### config.mk
export PLATFORM = sky130hd
export DESIGN_NAME = cmos_schmitt_hex
export DESIGN_NICKNAME = d
export VERILOG_FILES = /design/src/rtl/cmos_schmitt_hex_pkg.sv /design/src/rtl/cmos_schmitt_hex_channel.sv /design/src/rtl/cmos_schmitt_hex.sv
export SDC_FILE = /design/constraint.sdc
export NUM_CORES = 1
export LEC_CHECK = 0
export ABC_AREA = 1
export CORE_AREA = 2 2 107 109
export CTS_BUF_LIST = sky130_fd_sc_hd__clkbuf_8
export CTS_CLUSTER_SIZE = 30
export DETAILED_ROUTE_END_ITERATION = 10
export DIE_AREA = 0 0 109 111
export PLACE_DENSITY_LB_ADDON = 0.1
export SETUP_SLACK_MARGIN = 0.05
export SLEW_MARGIN = 15
export SYNTH_ARGS = -nofsm -noshare
export SYNTH_HDL_FRONTEND = slang
export SYNTH_SLANG_ARGS = --single-unit
### constraint.sdc
create_clock -name clk -period 1.7 [get_ports clk]
set_input_delay 0.34 -clock clk [delete_from_list [all_inputs] [get_ports clk]]
set_output_delay 0.34 -clock clk [all_outputs]
set_load 0.1 [all_outputs]
### src/rtl/cmos_schmitt_hex_pkg.sv
// cmos_schmitt_pkg: default integrator parameters and channel count for the hex Schmitt filter
package cmos_schmitt_pkg;
    localparam int CNT_W_DEF = 4;
    localparam int HI_TH_DEF = 12;
    localparam int LO_TH_DEF = 3;
    localparam int N_CH      = 6;
endpackage

### src/rtl/cmos_schmitt_hex_channel.sv
// schmitt_channel: synchronizer, saturating integrator and hysteresis state with edge pulses
module schmitt_channel
    import cmos_schmitt_pkg::*;
#(
    parameter int CNT_W = CNT_W_DEF,
    parameter int HI_TH = HI_TH_DEF,
    parameter int LO_TH = LO_TH_DEF
) (
    input  logic clk,
    input  logic reset,
    input  logic ce,
    input  logic din,
    output logic state,
    output logic rise,
    output logic fall
);
    localparam logic [CNT_W-1:0] HI = CNT_W'(HI_TH);
    localparam logic [CNT_W-1:0] LO = CNT_W'(LO_TH);

    if (LO_TH >= HI_TH || HI_TH > (1 << CNT_W) - 1) begin : g_bad_th
        $error("schmitt_channel: thresholds must satisfy LO_TH < HI_TH <= 2^CNT_W-1");
    end

    logic [1:0]       sync;
    logic [CNT_W-1:0] cnt, cnt_nx;
    logic             state_nx;

    // saturating integrator step and hysteresis decision for the next ce edge
    always_comb begin
        cnt_nx   = sync[1] ? (&cnt ? cnt : cnt + 1'b1) : (cnt == '0 ? cnt : cnt - 1'b1);
        state_nx = state ? (cnt_nx > LO) : (cnt_nx >= HI);
    end

    // synchronizer runs every cycle; integrator, state and pulses only move on ce
    always_ff @(posedge clk) begin
        if (reset) begin
            sync  <= '0;
            cnt   <= '0;
            state <= 1'b0;
            rise  <= 1'b0;
            fall  <= 1'b0;
        end else begin
            sync <= {sync[0], din};
            rise <= ce & ~state & state_nx;
            fall <= ce & state & ~state_nx;
            if (ce) begin
                cnt   <= cnt_nx;
                state <= state_nx;
            end
        end
    end
endmodule

### src/rtl/cmos_schmitt_hex.sv
// cmos_schmitt_hex: six independent hysteresis-filtered channels, inverted and buffered outputs
module cmos_schmitt_hex
    import cmos_schmitt_pkg::*;
#(
    parameter int CNT_W = CNT_W_DEF,
    parameter int HI_TH = HI_TH_DEF,
    parameter int LO_TH = LO_TH_DEF
) (
    input  logic       clk,
    input  logic       reset,
    input  logic       ce,
    input  logic       in1,
    input  logic       in2,
    input  logic       in3,
    input  logic       in4,
    input  logic       in5,
    input  logic       in6,
    output logic       out1,
    output logic       out2,
    output logic       out3,
    output logic       out4,
    output logic       out5,
    output logic       out6,
    output logic [5:0] buf_out,
    output logic [5:0] rise,
    output logic [5:0] fall
);
    logic [N_CH-1:0] din;

    assign din = {in6, in5, in4, in3, in2, in1};

    for (genvar i = 0; i < N_CH; i++) begin : g_ch
        schmitt_channel #(
            .CNT_W(CNT_W),
            .HI_TH(HI_TH),
            .LO_TH(LO_TH)
        ) u_ch (
            .clk  (clk),
            .reset(reset),
            .ce   (ce),
            .din  (din[i]),
            .state(buf_out[i]),
            .rise (rise[i]),
            .fall (fall[i])
        );
    end

    assign {out6, out5, out4, out3, out2, out1} = ~buf_out;
endmodule

# Word-level counts from Yosys, hierarchy flattened

Index checks and enable logic that the tools add are counted.

Flip-flop bits (word level): 54
Logic and storage cells: 127
Bits of input ports: 9

Order comparisons: 12
$add $sub $neg: 12
Bitwise gates (word level): 37
Reduce and logical (&&, ||, !) cells: 12
Muxes and demuxes: 24

Operators with widths:

| operator                                            | number |
|---|---|
| two-way mux 4 bit                                   | 18 |
| adder 4 x 1 -> 4 bit (second input constant)        | 6 |
| bitwise AND 1 bit                                   | 24 |
| >= comparator 4 bit (second input constant)         | 6 |
| > comparator 4 x 2 -> 1 bit (second input constant) | 6 |
| logical NOT 4 bit                                   | 6 |
| AND reduction 4 bit                                 | 6 |
| subtractor 4 x 1 -> 4 bit (second input constant)   | 6 |
| NOT 1 bit                                           | 12 |
| two-way mux 1 bit                                   | 6 |
| NOT 6 bit                                           | 1 |

# Depth between registers and ports, before layout

Depth after elaboration: 7
Depth in mapped cells: 11
Mapped depth without buffers: 11

# Hierarchy

A second synthesis with hierarchy kept.

Cells, all modules: 474
Area, all modules: 3115.5 um2

By module, submodules not included:

| module           | cells each | instances | area each (um2) |
|---|---|---|---|
| schmitt_channel  | 78         | 6         | 515.5 |
| cmos_schmitt_hex | 6          | 1         | 22.5 |

# Worst setup path before layout

Ideal clock, no wire load.

Path type: reg-to-reg
From: reg g_ch[4].u_ch.state
To: reg g_ch[4].u_ch.rise
Cell stages (with the launch flop): 7
Arrival time: 1.321 ns
Path slack: 0.266 ns
Buffers on the path: 0
Library setup time: 0.113 ns
Cell sequence: dfxtp_1 inv_1 nand3_1 nand2_1 inv_1 nand3_1 inv_2

Cells in the longest elaborated chain, start to end: 3

Ends and longest elaborated chain:

| item                   | RTL line                       | text |
|---|---|---|
| from (decl)            | cmos_schmitt_hex_channel.sv:13 | `output logic state,` |
| from (signal assigned) | cmos_schmitt_hex_channel.sv:48 | `state <= state_nx;` |
| NOT 1 bit              | cmos_schmitt_hex_channel.sv:44 | `rise <= ce & ~state & state_nx;` |
| bitwise AND 1 bit      | cmos_schmitt_hex_channel.sv:44 |  |
| bitwise AND 1 bit (*)  | cmos_schmitt_hex_channel.sv:44 |  |
| to (signal assigned)   | cmos_schmitt_hex_channel.sv:44 |  |
| to (decl)              | cmos_schmitt_hex_channel.sv:14 | `output logic rise,` |

Mark *: on every way between the ends. The rest lies on a longest branch, timed or not.
A chain may end at the register's enable or synchronous reset.

# Worst setup path after layout

From: reg g_ch[0].u_ch.state
To: out out1

Cells in the longest elaborated chain, start to end: 1

Ends and longest elaborated chain:

| item                   | RTL line                       | text |
|---|---|---|
| from (decl)            | cmos_schmitt_hex_channel.sv:13 |  |
| from (signal assigned) | cmos_schmitt_hex_channel.sv:48 |  |
| NOT 6 bit              | cmos_schmitt_hex.sv:48         | `assign {out6, out5, out4, out3, out2, out1} = ~buf_out;` |
| to (decl)              | cmos_schmitt_hex.sv:18         | `output logic out1,` |

No other way between the ends.

==> results.sh <==
export IMPL_whs_ps=407
export IMPL_combinationalPowerShare_pct=53.8
export IMPL_fin_setup_tns_ps=0
export IMPL_cp_end_kind="output port"
export IMPL_start_util_pct=28.1
export IMPL_layout_common_cells="nand2_1, inv_1, dfxtp_1"
export IMPL_synth_compound_area_share_pct=11.4
export IMPL_regArea_sq_um=1080
export IMPL_leakagePower_nw=1.79
export IMPL_synthAdderAreaFrac_pct=4.82
export IMPL_worstSkewPairLatency_ps=300
export IMPL_clk_pin_slew_worst_paths_ps=100
export IMPL_cellPowerDensity_nw_per_um2=1400
export IMPL_synth_seq_area_share_pct=34.7
export IMPL_p_clk_share_pct=13.9
export IMPL_multiInputGateArea_sq_um=1540
export IMPL_io_pins=33
export IMPL_cts_sinks=54
export IMPL_relSlewSlack_pct=77.9
export IMPL_clockRootBuffer="clkbuf_8"
export IMPL_setup_viol=0
export IMPL_cts_hold_buffers=0
export IMPL_cp_start_kind="flip-flop"
export IMPL_finalCritPeriodShare_pct=89.8
export IMPL_r2r_start="g_ch[0].u_ch.cnt[0]"
export IMPL_synth_area_per_cell_sq_um=7.02
export IMPL_hold_start="g_ch[0].u_ch.sync[0]"
export IMPL_ant_nets=0
export IMPL_p_seq_share_pct=32.4
export IMPL_grt_usage_pct=11.9
export IMPL_run_status="completed"
export IMPL_drt_wirelength_per_cell_um=11.1
export IMPL_synth_seq_cells=54
export IMPL_grt_pass1_wl_mm=11.7
export IMPL_fp_row_count=39
export IMPL_layout_commonest_cell="nand2_1"
export IMPL_r2r_cells=10
export IMPL_reg2reg_slack_ps=250
export IMPL_fin_cells=613
export IMPL_ys_types=33
export IMPL_slew_violations=0
export IMPL_drive_gt1_share_pct=19.4
export IMPL_hold_viol_final=0
export IMPL_worstPathRequired_ps=1360
export IMPL_synth_top_family_by_area="simple AND/OR/NAND/NOR gates"
export IMPL_crit_fanout=5
export IMPL_worst_ep_arrival_time_ps=1190
export IMPL_coreArea_sq_um=11100
export IMPL_synthCells=444
export IMPL_grt_pass1_vias=2550
export IMPL_p_sw_w=0.00252
export IMPL_synth_simple_area_share_pct=31.1
export IMPL_grt_max_degree=16
export IMPL_n_antenna_cell=0
export IMPL_layout_nets=490
export IMPL_clock_fmax_mhz=655
export IMPL_via_count=2673
export IMPL_peakVddDrop_v=0.000502
export IMPL_die_width_um=109
export IMPL_intPower_w=0.00286
export IMPL_die_h_um=111
export IMPL_cap_violations=0
export IMPL_synth_area_sq_um=3120
export IMPL_port_buffers=32
export IMPL_dp_cells=605
export IMPL_grt_setup_unrepaired="false"
export IMPL_dr_pass1_iters=4
export IMPL_cts_setup_buffers=0
export IMPL_synth_area_mux_share_pct=0
export IMPL_first_iter_violations=72
export IMPL_min_path_type="reg -> reg"
export IMPL_min_period_ps=1530
export IMPL_syn_nets=465
export IMPL_drc=0
export IMPL_synthXorXnorAreaFrac_pct=1.97
export IMPL_nFillCells=1191
export IMPL_via_per_inst=4.36
export IMPL_cts_max_path_buffers=2
export IMPL_dp_hpwl_mm=5.26
export IMPL_min_path_cells=2
export IMPL_cts_tree="yes"
export IMPL_antenna_found_initial=0
export IMPL_yosysWarnings=0
export IMPL_worstMarginPinSlew_ps=331
export IMPL_swShare_pct=46.9
export IMPL_htreeDepth=2
export IMPL_gr_total_overflow=0
export IMPL_die_area_sq_um=12100
export IMPL_place_gp_congestion=0.846
export IMPL_routed_wl_mm=6.82
export IMPL_cts_resized=0
export IMPL_path_class="reg -> out"
export IMPL_cts_buffers=5
export IMPL_utilization_pct=34.7
export IMPL_hold_path_end="g_ch[0].u_ch.sync[1]"
export IMPL_rr_endpoint="g_ch[0].u_ch.fall"
export IMPL_finalClockSkew_ps=6.27
export IMPL_syn_to_final_growth_pct=23.4
power groups by stage:
| stage | sequential [W] | clock [W] | combinational [W] |
|---|---|---|---|
| floorplan | 0.00167 | 0 | 0.00237 |
| global placement | 0.00177 | 0 | 0.00291 |
| detailed placement | 0.00177 | 0 | 0.00291 |
| CTS | 0.00174 | 0.000786 | 0.00292 |
| global route | 0.00179 | 0.000832 | 0.00325 |
| finish | 0.00174 | 0.000746 | 0.00289 |
sequential cells by signal, indices dropped and copies added, names as in the netlist:
name             cells
g_ch.u_ch.cnt       24
g_ch.u_ch.sync      12
g_ch.u_ch.fall       6
g_ch.u_ch.rise       6
g_ch.u_ch.state      6
critical path: stages, from the launching register on:
cell	delay [ps]
dfxtp_1	490
inv_1	190
buf_12	210
how the worst max path moves through the flow:
| stage | from | endpoint | slack [ps] | depth (start not counted) |
|---|---|---|---|---|
| floorplan | g_ch[4].u_ch.state | g_ch[4].u_ch.rise | 270 | 6 |
| global placement | ce | g_ch[5].u_ch.cnt[3] | 80 | 6 |
| detailed placement | ce | g_ch[5].u_ch.cnt[3] | 30 | 6 |
| CTS | g_ch[0].u_ch.state | out1 | 180 | 2 |
| global route | g_ch[0].u_ch.cnt[0] | g_ch[0].u_ch.fall | 70 | 10 |
| finish | g_ch[0].u_ch.state | out1 | 170 | 2 |
cells by family (layout without fill, tap and decap cells):
| kind of cell | count (synthesis) | count (layout) |
|---|---|---|
| fa+ha+maj | 12 | 12 |
| buf+inv | 106 | 132 |
| compound gates | 59 | 59 |
| xor+xnor | 7 | 7 |
| simple gates | 206 | 206 |
| flops | 54 | 54 |
metrics by stage:
step,area [sq um],worst slack [ps],power (W)
final,3850,173,0.00538
after global routing,3850,70.0,0.00587
after CTS,3850,176,0.00545
after detailed placement,3750,25.9,0.00468
after global placement,3750,83.2,0.00469
after floorplan,3120,266,0.00404
synthesized netlist by cell type:
| cell type | instances | area [sq um] |
|---|---|---|
| nand3_4 | 1 | 17.5 |
| nor3_2 | 2 | 20.0 |
| ha_1 | 12 | 150 |
| a21oi_2 | 5 | 43.8 |
| clkinv_1 | 1 | 3.75 |
| buf_2 | 3 | 15.0 |
| nor2_8 | 1 | 20.0 |
| nand3_1 | 40 | 200 |
| o211ai_1 | 4 | 30.0 |
| nand2_1 | 99 | 372 |
| xor2_1 | 5 | 43.8 |
| inv_2 | 9 | 33.8 |
| o22ai_1 | 4 | 25.0 |
| o21ai_1 | 8 | 40.0 |
| nor2_1 | 32 | 120 |
| inv_1 | 68 | 255 |
| nand3_2 | 4 | 40.0 |
| nand2_2 | 13 | 81.3 |
| buf_6 | 2 | 22.5 |
| nor4_2 | 1 | 12.5 |
| a31oi_1 | 1 | 6.26 |
| dfxtp_1 | 54 | 1080 |
| inv_4 | 1 | 6.26 |
| a21oi_1 | 17 | 85.1 |
| nor2_2 | 2 | 12.5 |
| clkbuf_1 | 1 | 3.75 |
| xnor2_1 | 2 | 17.5 |
| nor2_4 | 1 | 11.3 |
| o21ai_2 | 7 | 61.3 |
| buf_4 | 21 | 158 |
| or2_1 | 1 | 6.26 |
| o21ai_0 | 13 | 65.1 |
| nand4_1 | 9 | 56.3 |
metal layers:
metal | vias up | share of wire [%] | global-route usage, %
li1 | 1428 | - | -
met1 | 1210 | 47 | 14.7
met2 | 28 | 50 | 21.1
met3 | 7 | 2.2 | 1.94
met4 | 0 | 1.3 | 3.16
met5 | - | 0 | 0
area by class of cell:
| type | count | share of cell area (%) |
|---|---|---|
| clock buffer | 6 | 2.15 |
| inverter | 79 | 7.77 |
| tap | 143 | 4.65 |
| timing repair buffer | 45 | 17.1 |
| multi-input combinational | 284 | 40.0 |
| sequential | 54 | 28.1 |
| clock inverter | 2 | 0.228 |
Note: power is estimated with default switching activity, not from simulation.
